[config.mk]
export PLATFORM = sky130hd
export DESIGN_NAME = core_mem_store_flat
export DESIGN_NICKNAME = d
export VERILOG_FILES = /design/src/rtl/core_mem_store_pkg.sv /design/src/rtl/core_mem_store_if.sv /design/src/rtl/core_store_align.sv /design/src/rtl/core_mem_store.sv /design/src/flat_wrapper.sv
export SDC_FILE = /design/constraint.sdc
export NUM_CORES = 1
export LEC_CHECK = 0
export ABC_AREA = 1
export CAP_MARGIN = 10
export CORE_MARGIN = 1.5
export CORE_UTILIZATION = 47
export CTS_CLUSTER_DIAMETER = 80
export DETAILED_ROUTE_END_ITERATION = 16
export HOLD_SLACK_MARGIN = 0.1
export PLACE_DENSITY = 0.86
export SLEW_MARGIN = 10
export SYNTH_ARGS = -nofsm -noshare
export SYNTH_HDL_FRONTEND = slang
export SYNTH_HIERARCHICAL = 1
export SYNTH_SLANG_ARGS = --single-unit
[constraint.sdc]
create_clock -name i_clk -period 3.33 [get_ports i_clk]
set_input_delay 0.999 -clock i_clk [delete_from_list [all_inputs] [get_ports i_clk]]
set_output_delay 0.999 -clock i_clk [all_outputs]
set_load 0.02 [all_outputs]
[src/rtl/core_mem_store_pkg.sv]
// Shared encodings for the store unit: funct3 values, fault causes and FSM states.
// The macros are the encodings other pipeline files refer to; the localparams wrap them for typed use.
`ifndef CORE_MEM_STORE_DEFINES
`define CORE_MEM_STORE_DEFINES
`define STORE_SB             3'b000
`define STORE_SH             3'b001
`define STORE_SW             3'b010
`define STORE_FAULT_NONE     2'b00
`define STORE_FAULT_MISALIGN 2'b01
`define STORE_FAULT_ILLEGAL  2'b10
`define STORE_FAULT_TIMEOUT  2'b11
`endif

package core_mem_store_pkg;

    localparam logic [2:0] F3_SB = `STORE_SB;
    localparam logic [2:0] F3_SH = `STORE_SH;
    localparam logic [2:0] F3_SW = `STORE_SW;

    localparam logic [1:0] FAULT_NONE     = `STORE_FAULT_NONE;
    localparam logic [1:0] FAULT_MISALIGN = `STORE_FAULT_MISALIGN;
    localparam logic [1:0] FAULT_ILLEGAL  = `STORE_FAULT_ILLEGAL;
    localparam logic [1:0] FAULT_TIMEOUT  = `STORE_FAULT_TIMEOUT;

    typedef enum logic {
        ST_IDLE = 1'b0,
        ST_BUS  = 1'b1
    } state_t;

endpackage

[src/rtl/core_mem_store_if.sv]
// Request and data-bus signals of the store unit; slave is the unit itself, master its environment.
interface core_mem_store_if;

    logic        i_valid;
    logic        o_ready;
    logic [31:0] i_addr;
    logic [31:0] i_data;
    logic [2:0]  i_funct3;
    logic        o_bus_req;
    logic [29:0] o_bus_addr;
    logic [31:0] o_bus_wdata;
    logic [3:0]  o_bus_wsel;
    logic        i_bus_ack;
    logic        o_done;
    logic        o_fault;
    logic [1:0]  o_fault_cause;

    modport slave (
        input  i_valid, i_addr, i_data, i_funct3, i_bus_ack,
        output o_ready, o_bus_req, o_bus_addr, o_bus_wdata, o_bus_wsel,
        output o_done, o_fault, o_fault_cause
    );

    modport master (
        output i_valid, i_addr, i_data, i_funct3, i_bus_ack,
        input  o_ready, o_bus_req, o_bus_addr, o_bus_wdata, o_bus_wsel,
        input  o_done, o_fault, o_fault_cause
    );

endinterface

[src/rtl/core_store_align.sv]
// Combinational lane replication, byte-select generation and fault classification for stores.
module core_store_align
    import core_mem_store_pkg::*;
(
    input  logic [1:0]  addr,
    input  logic [31:0] data,
    input  logic [2:0]  funct3,
    output logic [31:0] wdata,
    output logic [3:0]  wsel,
    output logic        misalign,
    output logic        illegal
);

    logic [31:0] sb_wdata;
    logic [31:0] sh_wdata;
    logic [3:0]  sb_wsel;
    logic [3:0]  sh_wsel;

    // Each lane carries the low byte (SB) or the matching half of the low halfword (SH).
    for (genvar gi = 0; gi < 4; gi++) begin : g_lane
        assign sb_wdata[8*gi +: 8] = data[7:0];
        assign sh_wdata[8*gi +: 8] = data[8*(gi%2) +: 8];
        assign sb_wsel[gi]         = (addr == 2'(gi));
        assign sh_wsel[gi]         = (addr[1] == 1'(gi/2));
    end

    always_comb begin
        wdata    = data;
        wsel     = 4'b0000;
        misalign = 1'b0;
        illegal  = 1'b0;
        case (funct3)
            F3_SB: begin
                wdata = sb_wdata;
                wsel  = sb_wsel;
            end
            F3_SH: begin
                wdata    = sh_wdata;
                wsel     = sh_wsel;
                misalign = addr[0];
            end
            F3_SW: begin
                wsel     = 4'b1111;
                misalign = |addr;
            end
            default: illegal = 1'b1;
        endcase
    end

endmodule

[src/rtl/core_mem_store.sv]
// Store unit: accepts SB/SH/SW, issues one word-addressed bus write at a time with ack timeout,
// and reports completion or faults as single-cycle pulses.
module core_mem_store
    import core_mem_store_pkg::*;
#(
    parameter int ACK_TIMEOUT = 255
) (
    input logic             i_clk,
    input logic             i_reset,
    core_mem_store_if.slave mem
);

    localparam int               CNT_W    = $clog2(ACK_TIMEOUT);
    localparam logic [CNT_W-1:0] CNT_LAST = CNT_W'(ACK_TIMEOUT - 1);

    state_t           state_reg;
    logic [CNT_W-1:0] cnt_reg;
    logic             bus_req_reg;
    logic [29:0]      addr_reg;
    logic [31:0]      wdata_reg;
    logic [3:0]       wsel_reg;
    logic             done_reg;
    logic             fault_reg;
    logic [1:0]       cause_reg;

    logic [31:0] lane_wdata;
    logic [3:0]  lane_wsel;
    logic        misalign;
    logic        illegal;
    logic        accept;

    core_store_align u_align (
        .addr     (mem.i_addr[1:0]),
        .data     (mem.i_data),
        .funct3   (mem.i_funct3),
        .wdata    (lane_wdata),
        .wsel     (lane_wsel),
        .misalign (misalign),
        .illegal  (illegal)
    );

    assign mem.o_ready = (state_reg == ST_IDLE) && !i_reset;
    assign accept      = mem.i_valid && mem.o_ready;

    always_ff @(posedge i_clk) begin
        if (i_reset) begin
            state_reg   <= ST_IDLE;
            cnt_reg     <= '0;
            bus_req_reg <= 1'b0;
            addr_reg    <= '0;
            wdata_reg   <= '0;
            wsel_reg    <= '0;
            done_reg    <= 1'b0;
            fault_reg   <= 1'b0;
            cause_reg   <= FAULT_NONE;
        end else begin
            done_reg  <= 1'b0;
            fault_reg <= 1'b0;
            cause_reg <= FAULT_NONE;
            case (state_reg)
                ST_IDLE: begin
                    // Illegal funct3 is checked first so it masks any misalignment.
                    if (accept) begin
                        if (illegal) begin
                            fault_reg <= 1'b1;
                            cause_reg <= FAULT_ILLEGAL;
                        end else if (misalign) begin
                            fault_reg <= 1'b1;
                            cause_reg <= FAULT_MISALIGN;
                        end else begin
                            addr_reg    <= mem.i_addr[31:2];
                            wdata_reg   <= lane_wdata;
                            wsel_reg    <= lane_wsel;
                            bus_req_reg <= 1'b1;
                            cnt_reg     <= '0;
                            state_reg   <= ST_BUS;
                        end
                    end
                end
                ST_BUS: begin
                    // Ack is tested before the timeout so a last-cycle ack still completes cleanly.
                    if (mem.i_bus_ack) begin
                        bus_req_reg <= 1'b0;
                        done_reg    <= 1'b1;
                        state_reg   <= ST_IDLE;
                    end else if (cnt_reg == CNT_LAST) begin
                        bus_req_reg <= 1'b0;
                        fault_reg   <= 1'b1;
                        cause_reg   <= FAULT_TIMEOUT;
                        state_reg   <= ST_IDLE;
                    end else begin
                        cnt_reg <= cnt_reg + CNT_W'(1);
                    end
                end
                default: state_reg <= ST_IDLE;
            endcase
        end
    end

    assign mem.o_bus_req     = bus_req_reg;
    assign mem.o_bus_addr    = addr_reg;
    assign mem.o_bus_wdata   = wdata_reg;
    assign mem.o_bus_wsel    = wsel_reg;
    assign mem.o_done        = done_reg;
    assign mem.o_fault       = fault_reg;
    assign mem.o_fault_cause = cause_reg;

endmodule

[src/flat_wrapper.sv]
// flat-port wrapper written by rule: the top's interface ports become plain ports
module core_mem_store_flat import core_mem_store_pkg::*;
#(
    parameter int ACK_TIMEOUT = 255
)
  (i_clk, i_reset, mem_i_valid, mem_i_addr, mem_i_data, mem_i_funct3, mem_i_bus_ack, mem_o_ready, mem_o_bus_req, mem_o_bus_addr, mem_o_bus_wdata, mem_o_bus_wsel, mem_o_done, mem_o_fault, mem_o_fault_cause);
  core_mem_store_if mem_i ();
  input logic i_clk;
  input logic i_reset;
  input wire logic [$bits(mem_i.i_valid)-1:0] mem_i_valid;
  input wire logic [$bits(mem_i.i_addr)-1:0] mem_i_addr;
  input wire logic [$bits(mem_i.i_data)-1:0] mem_i_data;
  input wire logic [$bits(mem_i.i_funct3)-1:0] mem_i_funct3;
  input wire logic [$bits(mem_i.i_bus_ack)-1:0] mem_i_bus_ack;
  output wire logic [$bits(mem_i.o_ready)-1:0] mem_o_ready;
  output wire logic [$bits(mem_i.o_bus_req)-1:0] mem_o_bus_req;
  output wire logic [$bits(mem_i.o_bus_addr)-1:0] mem_o_bus_addr;
  output wire logic [$bits(mem_i.o_bus_wdata)-1:0] mem_o_bus_wdata;
  output wire logic [$bits(mem_i.o_bus_wsel)-1:0] mem_o_bus_wsel;
  output wire logic [$bits(mem_i.o_done)-1:0] mem_o_done;
  output wire logic [$bits(mem_i.o_fault)-1:0] mem_o_fault;
  output wire logic [$bits(mem_i.o_fault_cause)-1:0] mem_o_fault_cause;
  assign mem_i.i_valid = mem_i_valid;
  assign mem_i.i_addr = mem_i_addr;
  assign mem_i.i_data = mem_i_data;
  assign mem_i.i_funct3 = mem_i_funct3;
  assign mem_i.i_bus_ack = mem_i_bus_ack;
  assign mem_o_ready = mem_i.o_ready;
  assign mem_o_bus_req = mem_i.o_bus_req;
  assign mem_o_bus_addr = mem_i.o_bus_addr;
  assign mem_o_bus_wdata = mem_i.o_bus_wdata;
  assign mem_o_bus_wsel = mem_i.o_bus_wsel;
  assign mem_o_done = mem_i.o_done;
  assign mem_o_fault = mem_i.o_fault;
  assign mem_o_fault_cause = mem_i.o_fault_cause;
  core_mem_store #(.ACK_TIMEOUT(ACK_TIMEOUT)) u_core (.i_clk(i_clk), .i_reset(i_reset), .mem(mem_i));
endmodule
# == After elaboration in Yosys (flattened, before gate mapping) ==
# Cells that the tools add are included.
# totals
input_bits,71
elab_cells,70
out_inout_bits,72
regBits,80
# classes
mux,34
bitwise,3
n_reduce_logical,11
addsub,1
eq_ne,12
# op_table
op,n
$pmux 32 s2,1
$mux 8,5
$mux 1,17
$pmux 8 s2,1
$pmux 4 s3,1
$add 8x1->8 const B,1
$eq 8x8->1 const B,1
$mux 2,4
$ne 2x2->1 const B,4
$pmux 1 s2,4
$reduce_and 4->1,2
$reduce_and 5->1,1
$eq 2x2->1 const B,2
$pmux 2 s2,1
$reduce_or 2->1,2
$eq 3x1->1 const B,1
$eq 3x2->1 const B,1
$logic_not 3->1,1
$ne 3x3->1 const B,1
$not 1->1,3
$reduce_or 3->1,1
$eq 2x1->1 const B,1
$logic_and 1x1->1,2
$logic_not 2->1,1
2 further kinds,2

# == Longest topological paths before layout ==
# Gate-level depths: netlist of run 1.
# depth
word_depth,6
depth_mapped,12
ltp_nobuf,12

# == Modules after synthesis ==
# Netlist of run 1, hierarchy kept.
# by_module_without_submodules
module,area_each_um2,cells_per_inst,n_inst
core_mem_store,3039.2,397,1
core_store_align,534.3,115,1

# == Worst setup path before layout of run 1 ==
# No wires, ideal clock.
# synth_path
path_type,input to output
from,input port i_reset
to,output port mem_o_ready
cell_stages,3
path_buffers,2
arrival_ps,1715
path_slack_ps,616
required_ps,2331
cell_sequence,clkbuf_1 -> clkbuf_1 -> nor2_1
# synth_between
elab_chain_len,2
# synth_lines
element,line,text
"start, declared",flat_wrapper.sv:9,input logic i_reset;
$logic_not 1->1,core_mem_store.sv:42,assign mem.o_ready = (state_reg == ST_IDLE) && !i_reset;
$logic_and 1x1->1,core_mem_store.sv:42,
"end, declared",flat_wrapper.sv:15,output wire logic [$bits(mem_i.o_ready)-1:0] mem_o_ready;
# No other way between the ends.

# == Worst setup path in the final report of run 1 ==
# layout_path
from,input port mem_i_funct3[2]
to,register u_core.addr_reg[7] (netlist: u_core/mem.o_bus_addr[7])
# layout_between
elab_chain_len,4
# layout_lines
element,line,text
"start, declared",flat_wrapper.sv:13,input wire logic [$bits(mem_i.i_funct3)-1:0] mem_i_funct3;
$eq 3x2->1 or $eq 3x1->1 (tied branches),core_store_align.sv:32,case (funct3)
$pmux 1 s2 *,core_store_align.sv:32,
named net u_core.misalign,core_mem_store.sv:28,logic misalign;
$not 1->1 (no line) *,n/a,
$reduce_and 4->1 (no line) *,n/a,
"end signal, assigned",core_mem_store.sv:71,addr_reg <= mem.i_addr[31:2];
"end, declared",core_mem_store.sv:19,logic [29:0] addr_reg;
# Mark *: on every way through the listed nets, which the timed path passes. The rest lies on a longest branch.
# A chain may end at the register's enable or synchronous reset.

==> reports/qor.yml, run 1 <==
setup_path:
  critPathKind: "input pin to flip-flop"
  endpoint_kind: "flip-flop"
  cp-start-kind: "input pin"
  cp.required_ps: 3590
  critical_path.max_fanout: 67
  arrival_ps: 3120
hold_path:
  hold_class: "flip-flop to flip-flop"
logic_synthesis:
  synth_top_area_share_pct: 44.8
  netlist_instances: 512
  synth_warnings: 6
  synth-seq-area-share_pct: 44.8
  synth-seq-cells: 80
  yosys.area.top_type: "dfxtp_1"
  synth_area_mm2: 0.00357
  synth.area.top_cells: "dfxtp_1 (45%), nand2_1 (16%), nand3_1 (15%)"
  syn_nets: 585
  syn_area_per_cell_um2: 6.98
  synth_cell_type_count: 22
sta:
  slew_viol_final: 0
  timing.slew.headroom_pct: 47.5
  hold_viol_final: 0
  finalCriticalPeriod_ps: 2860
  fin_crit_sh_pct: 86.0
  final.setup.tns_ps: 0
  worstMarginPinSlew_ps: 788
  max_freq_ghz: 0.349
  setup_viol: 0
  rsz0062_at_grt: "no"
  hold_slack_ps: 463
  skew_ps: 6.43
die:
  start_util_pct: 49.0
  core_mm2: 0.00729
  die_h_um: 90.2
  die_area_mm2: 0.00814
  placementRows: 31
  fp.dieW_um: 90.2
  io_pins: 143
global_routing:
  grtUsageTotal_pct: 26.3
  grt_max_degree: 76
  antenna_found_initial: 0
  grt_pass1_vias: 3533
  grt_first_pass_wirelength_um: 17400
  grt_remaining_overflow: 0
pwr:
  peakVddDrop_mv: 0.221
  p_leak_nw: 1.93
  p_per_area_mw_per_mm2: 413
placement:
  port_buffers: 142
  dp.final_hpwl_um: 7170
  placed_area_mm2: 0.00495
  place_inst: 715
  routabilityCongestion: 0.911
route:
  first_pass_iters: 5
  drc: 0
  final_antenna_net_count: 0
  route.layer.met1.wl_um: 4460
  wl_met3_um: 778
  topRoutingLayerUsed: "met4"
  vias: 3840
  wire_per_inst_um: 14.5
  vias_per_cell: 5.25
  drt-total-wl_um: 10600
  dr_wl_met2_um: 5080
  drt_iter0_drc: 357
cts:
  clk_latency_ps: 340
  cts_resized: 0
  clockRootBuffer: "clkbuf_8"
  cts_sinks: 80
  postCtsSetupRepairBufs: 0
  postCtsHoldBufs: 0
  clk_pin_slew_ps: 80
  cts_made_buffers: 9
  cts_tree: "built"
  htreeDepth: 3
  clockBufferDepth: 2
cells_and_area:
  mostFrequentLayoutCells: "nand2_1 (150), clkdlybuf4s50_1 (141), nand3_1 (107)"
  drive_above_1_share_pct: 4.59
  final_core_util_pct: 70.8
  finalNonFillerCells: 731
  fillCellCount: 611
  area_delta_synth_final_pct: 44.6
  final_common_cell: "nand2_1"
  largest_reg_flops: 32
  fin_nets: 700
  num_antenna_cells: 0
  post-route-cell-area_mm2: 0.00517
run:
  maxCapViolCount: 0
run_status:
  status: "completed"
per-stage QoR:
| step | power, mW | setup WS, ps |
|---|---|---|
| after global routing | 2.23 | 302 |
| after global placement | 1.37 | 262 |
| after floorplan | 1.20 | 616 |
| final | 2.13 | 467 |
| after detailed placement | 1.37 | 134 |
| after CTS | 2.15 | 499 |
cell type report:
cell class | count | area [um^2] | area share, %
multi-input combinational | 369 | 1690 | 32.7
sequential | 80 | 1600 | 31.0
timing repair buffer | 148 | 1460 | 28.3
clock buffer | 11 | 141 | 2.74
tap | 99 | 124 | 2.40
clock inverter | 5 | 78.8 | 1.53
inverter | 19 | 71.3 | 1.38
where the power goes:
group | total (mW) | internal (mW) | switching (mW)
clock | 0.781 | 0.443 | 0.337
sequential | 1.00 | 0.984 | 0.0166
combinational | 0.353 | 0.162 | 0.190
total | 2.13 | 1.59 | 0.544
layer usage:
| metal | global-route usage, % | up-vias |
|---|---|---|
| met2 | 40.6 | 170 |
| met3 | 5.41 | 25 |
| met4 | 12.7 | 0 |
| met5 | 0 | - |
| li1 | - | 1912 |
| met1 | 34.9 | 1733 |
worst max-delay path: stages:
cell,delay [ps]
clkdlybuf4s50_1,460
nor2_1,150
nand2_1,140
inv_1,80
nand2_1,50
nand2_1,130
nor2_4,50
nand2_2,130
buf_4,570
nand2_1,160
a21oi_1,180
synthesized netlist by cell type (all sizes together):
master  number
nand3      107
o211ai       1
a21oi       77
nor3b        2
nand3b       1
nor2        24
nand2      151
buf         24
or2          1
o21ai        2
inv         19
ha           2
dfxtp       80
nand4        1
clkbuf      20
logic make-up (layout without fill, tap and decap cells):
group                    after synthesis  count (layout)  synth area share, %
AND/OR/NAND/NOR                      287             287                 34.9
AO/OA/AOI/OAI                         80              80                 11.4
flip-flops                            80              80                 44.8
buffers and inverters                 63             183                 8.23
adder cells (fa/ha/maj)                2               2                0.700
final timing paths:
path	end	start	cells past startpoint	slack (ps)
max reg2reg	u_core/mem.o_fault	u_core/state_reg	4	1540
max	u_core/mem.o_bus_addr[7]	mem_i_funct3[2]	11	470
min	u_core/mem.o_bus_wdata[19]	u_core/mem.o_bus_wdata[19]	2	460
min reg2reg	u_core/mem.o_bus_wdata[19]	u_core/mem.o_bus_wdata[19]	2	460
No activity file was read; power rests on OpenSTA's default activity.
==> run 2: changes to the inputs <==
--- a/config.mk
+++ b/config.mk
@@ -12,7 +12,7 @@
 export CTS_CLUSTER_DIAMETER = 80
 export DETAILED_ROUTE_END_ITERATION = 16
 export HOLD_SLACK_MARGIN = 0.1
-export PLACE_DENSITY = 0.86
+export PLACE_DENSITY = 0.92
 export SLEW_MARGIN = 10
 export SYNTH_ARGS = -nofsm -noshare
 export SYNTH_HDL_FRONTEND = slang
==> run 2 against run 1 <==
Effect of this change: sequential cell count unchanged; sequential share of layout area is essentially flat; die area did not move; critical path depth is 8 lower; routed wire length increased by 2.7%; clock-buffer cell count shrank 1; cell count up 0.55%; final area about the same; first-iteration DRC count is 15% lower; non-clock buffer count increased by 4; critical path type is now input pin to primary output; largest cell class unchanged.
==> reports/qor.yml, run 2 (synthesis gave the netlist of run 1 again) <==
setup_path:
  critPathKind: "input pin to primary output"
  arrival_ps: 1820
  reg2reg_to: "u_core/mem.o_fault"
  critical_path.max_fanout: 3
  rrSetupSlack_ps: 1570
  cp-start-kind: "input pin"
  reg2reg_depth: 4
  regToRegStartpoint: "u_core/state_reg"
  cp.required_ps: 2330
  endpoint_kind: "primary output"
route:
  first_pass_iters: 5
  drc: 0
  drt_iter0_drc: 304
  wire_per_inst_um: 14.8
  vias: 3970
  vias_per_cell: 5.40
  drt-total-wl_um: 10900
  final_antenna_net_count: 0
cells_and_area:
  multiInputGateArea_mm2: 0.00169
  fin_nets: 704
  area_delta_synth_final_pct: 44.5
  fillCellCount: 583
  regArea_mm2: 0.00160
  final_common_cell: "nand2_1"
  num_antenna_cells: 0
  drive_above_1_share_pct: 5.19
  mostFrequentLayoutCells: "nand2_1 (150), clkdlybuf4s50_1 (141), nand3_1 (107)"
  largest_reg_flops: 32
placement:
  dp.final_hpwl_um: 7550
  routabilityCongestion: 0.987
  place_ws_ps: 463
  port_buffers: 142
cts:
  clk_pin_slew_ps: 80
  postCtsSetupRepairBufs: 0
  clockBufferDepth: 2
  cts_made_buffers: 9
  clockRootBuffer: "clkbuf_8"
  cts_sinks: 80
  htreeDepth: 3
  cts_tree: "built"
  clk_latency_ps: 340
  postCtsHoldBufs: 0
  cts_resized: 0
global_routing:
  grt_max_degree: 75
  antenna_found_initial: 0
  grtUsageTotal_pct: 26.7
  grt_pass1_vias: 3738
  grt_first_pass_wirelength_um: 17900
  grt_remaining_overflow: 0
hold_path:
  whs_endpoint: "u_core/mem.o_bus_wdata[20]"
  worstHoldStart: "u_core/mem.o_bus_wdata[20]"
  hold_class: "flip-flop to flip-flop"
  min_path_cells: 2
sta:
  max_freq_ghz: 0.355
  final.setup.tns_ps: 0
  setup_viol: 0
  slew_viol_final: 0
  rsz0062_at_grt: "no"
  fin_crit_sh_pct: 84.6
  hold_slack_ps: 463
  skew_ps: 8.07
  timing.slew.headroom_pct: 48.9
  worstMarginPinSlew_ps: 766
  finalCriticalPeriod_ps: 2820
  hold_viol_final: 0
  setup_ws_ps: 512
die:
  io_pins: 143
  die_area_mm2: 0.00814
  core_mm2: 0.00729
  die_h_um: 90.2
  placementRows: 31
  fp.dieW_um: 90.2
  start_util_pct: 49.0
run:
  maxCapViolCount: 0
pwr:
  p_per_area_mw_per_mm2: 383
  p_leak_nw: 1.93
  peakVddDrop_mv: 0.266
  power.total_mw: 1.98
run_status:
  status: "completed"
## run 2: changes by cell type in the layout (fill, tap and decap cells not counted), sizes merged
| cell | before | now |
|---|---|---|
| clkinv | 2 | 5 |
| clkbuf | 11 | 10 |
| clkinvlp | 0 | 1 |
| inv | 20 | 19 |
| buf | 7 | 11 |
| bufinv | 2 | 0 |
## run 2: power breakdown
group | internal (mW) | switching, mW
clock | 0.267 | 0.348
sequential | 0.984 | 0.0161
combinational | 0.170 | 0.194
total | 1.42 | 0.558
## run 2: critical path: stages
cell and delay [ps]:
buf_2 130, nor2_1 90, clkdlybuf4s50_1 610
## run 2: final cells by class
| type | count | area share (%) |
|---|---|---|
| well taps | 99 | 2.40 |
| clock inverters | 6 | 0.703 |
| flip-flops and latches | 80 | 31.0 |
| multi-input cells | 369 | 32.7 |
| repair buffers | 152 | 29.4 |
| clock buffers | 10 | 2.47 |
| inverters | 19 | 1.38 |
## run 2: routing by layer
layer | track usage, % | vias up | part of all wire, %
met5 | 0 | - | 0
met4 | 12.3 | 0 | 3.1
met3 | 6.35 | 34 | 9.2
met2 | 44.3 | 222 | 49
met1 | 32.7 | 1795 | 39
li1 | - | 1919 | -
## run 2: how the worst max path moves through the flow
| stage | startpoint | end | slack, ps | cells after the start |
|---|---|---|---|---|
| global placement | i_reset | mem_o_ready | 520 | 3 |
| global route | i_reset | mem_o_ready | 470 | 3 |
| finish | i_reset | mem_o_ready | 510 | 3 |
| floorplan | i_reset | mem_o_ready | 620 | 3 |
| detailed placement | mem_i_funct3[2] | u_core/cnt_reg[3] | 460 | 11 |
| CTS | i_reset | mem_o_ready | 510 | 3 |
## run 2: stage by stage
stage	cell area, um^2	cells	utilization [%]
floorplan	3570	512	-
global placement	5000	719	68.6
detailed placement	5000	719	68.6
CTS	5160	735	70.8
global route	5160	735	70.8
finish	5160	735	70.8
==> run 3: changes to the inputs <==
--- a/config.mk
+++ b/config.mk
@@ -8,11 +8,11 @@
 export ABC_AREA = 1
 export CAP_MARGIN = 10
 export CORE_MARGIN = 1.5
-export CORE_UTILIZATION = 47
+export CORE_UTILIZATION = 43
 export CTS_CLUSTER_DIAMETER = 80
 export DETAILED_ROUTE_END_ITERATION = 16
 export HOLD_SLACK_MARGIN = 0.1
-export PLACE_DENSITY = 0.92
+export PLACE_DENSITY = 0.86
 export SLEW_MARGIN = 10
 export SYNTH_ARGS = -nofsm -noshare
 export SYNTH_HDL_FRONTEND = slang
==> constraint.sdc (replaced) <==
create_clock -name i_clk -period 2.9 [get_ports i_clk]
set_input_delay 0.87 -clock i_clk [delete_from_list [all_inputs] [get_ports i_clk]]
set_output_delay 0.87 -clock i_clk [all_outputs]
set_load 0.02 [all_outputs]
==> run 3 against run 2 <==
Effect of this change: final area rose by 0.32%; routed wire length fell by 1.7%; sequential power grew 15%; first-iteration DRC count up 18%; cell count grew 0.95%; combinational power increased by 14%; sequential share of layout area is 0.097 points lower; total power rose by 17%; register-to-register slack worse by 290 ps; clock power is 22% higher.
==> reports/qor.yml, run 3 (synthesis gave the netlist of run 1 again) <==
placement:
  dp.final_hpwl_um: 7550
  place_ws_ps: 91.4
  port_buffers: 142
  routabilityCongestion: 0.959
sta:
  hold_viol_final: 0
  max_freq_ghz: 0.396
  setup_viol: 0
  timing.slew.headroom_pct: 47.5
  slew_viol_final: 0
  rsz0062_at_grt: "no"
  worstMarginPinSlew_ps: 787
  skew_ps: 9.83
  finalCriticalPeriod_ps: 2530
  setup_ws_ps: 374
  final.setup.tns_ps: 0
  fin_crit_sh_pct: 87.1
run_status:
  status: "completed"
die:
  die_h_um: 94.2
  placementRows: 33
  io_pins: 143
  fp.dieW_um: 94.2
  die_area_mm2: 0.00887
  start_util_pct: 43.9
  core_mm2: 0.00813
global_routing:
  antenna_found_initial: 0
  grtUsageTotal_pct: 24.2
  grt_max_degree: 76
  grt_remaining_overflow: 0
  grt_first_pass_wirelength_um: 17000
  grt_pass1_vias: 3622
cells_and_area:
  largest_reg_flops: 32
  mostFrequentLayoutCells: "nand2_1 (150), clkdlybuf4s50_1 (141), nand3_1 (107)"
  area_delta_synth_final_pct: 45.0
  drive_above_1_share_pct: 5.49
  final_core_util_pct: 63.7
  num_antenna_cells: 0
  fin_nets: 705
  final_common_cell: "nand2_1"
setup_path:
  cp.required_ps: 2030
  cp-start-kind: "input pin"
  arrival_ps: 1660
  critical_path.max_fanout: 2
  critPathKind: "input pin to primary output"
  endpoint_kind: "primary output"
route:
  drt_iter0_drc: 358
  first_pass_iters: 5
  final_antenna_net_count: 0
  vias_per_cell: 5.29
  wire_per_inst_um: 14.4
  drt-total-wl_um: 10700
  vias: 3927
  drc: 0
cts:
  clockRootBuffer: "clkbuf_8"
  postCtsHoldBufs: 0
  cts_made_buffers: 9
  postCtsSetupRepairBufs: 0
  clk_pin_slew_ps: 80
  clk_latency_ps: 340
  cts_tree: "built"
  htreeDepth: 3
  clockBufferDepth: 2
  cts_sinks: 80
  cts_resized: 0
pwr:
  p_per_area_mw_per_mm2: 446
  peakVddDrop_mv: 0.221
  p_leak_nw: 1.92
hold_path:
  hold_class: "flip-flop to flip-flop"
run:
  maxCapViolCount: 0
run 3: cell count changes in the layout (fill, tap and decap cells not counted), sizes merged:
cell      change
clkinv        -3
clkinvlp      +2
inv           +2
buf           +1
clkbuf        -1
run 3: critical path, cell delays in order:
cell and delay (ps):
buf_2 110, nor2_1 80, clkdlybuf4s50_1 600
run 3: metrics by stage:
stage	total power, mW	cell area (um^2)	instances	hold slack, ps
after floorplan	1.38	3570	512	443
after global placement	1.58	5000	726	448
after detailed placement	1.59	5000	726	451
after CTS	2.33	5180	742	465
after global routing	2.41	5180	742	478
final	2.31	5180	742	463
run 3: path summary, 6_finish.rpt:
kind	start	end	slack, ps	depth (start not counted)
setup reg to reg	u_core/cnt_reg[0]	u_core/cnt_reg[5]	1280	11
hold / removal	u_core/mem.o_bus_wsel[0]	u_core/mem.o_bus_wsel[0]	460	2
setup / recovery	i_reset	mem_o_ready	370	3
hold reg to reg	u_core/mem.o_bus_wsel[0]	u_core/mem.o_bus_wsel[0]	460	2
run 3: final cells by class:
class / count / area [um^2]
Clock inverter: 7 / 53.8
Clock buffer: 9 / 124
Tap cell: 105 / 131
Fill cell: 704 / 2950
Multi-Input combinational cell: 369 / 1690
Sequential cell: 80 / 1600
Timing Repair Buffer: 153 / 1510
Inverter: 19 / 71.3
run 3: per-layer routing:
metal / up-vias / routed length, um / global-route usage [%]
li1: 1915 / - / -
met1: 1784 / 4350 / 29.8
met2: 201 / 5220 / 41.2
met3: 27 / 831 / 5.10
met4: 0 / 309 / 9.08
met5: - / 0 / 0
run 3: where the power goes:
part           switching, mW  leakage, nW  internal, mW  total (mW)
clock network          0.432       0.0822         0.317       0.749
registers             0.0190        0.648          1.13        1.15
logic                  0.221         1.19         0.193       0.415
total                  0.673         1.92          1.64        2.31
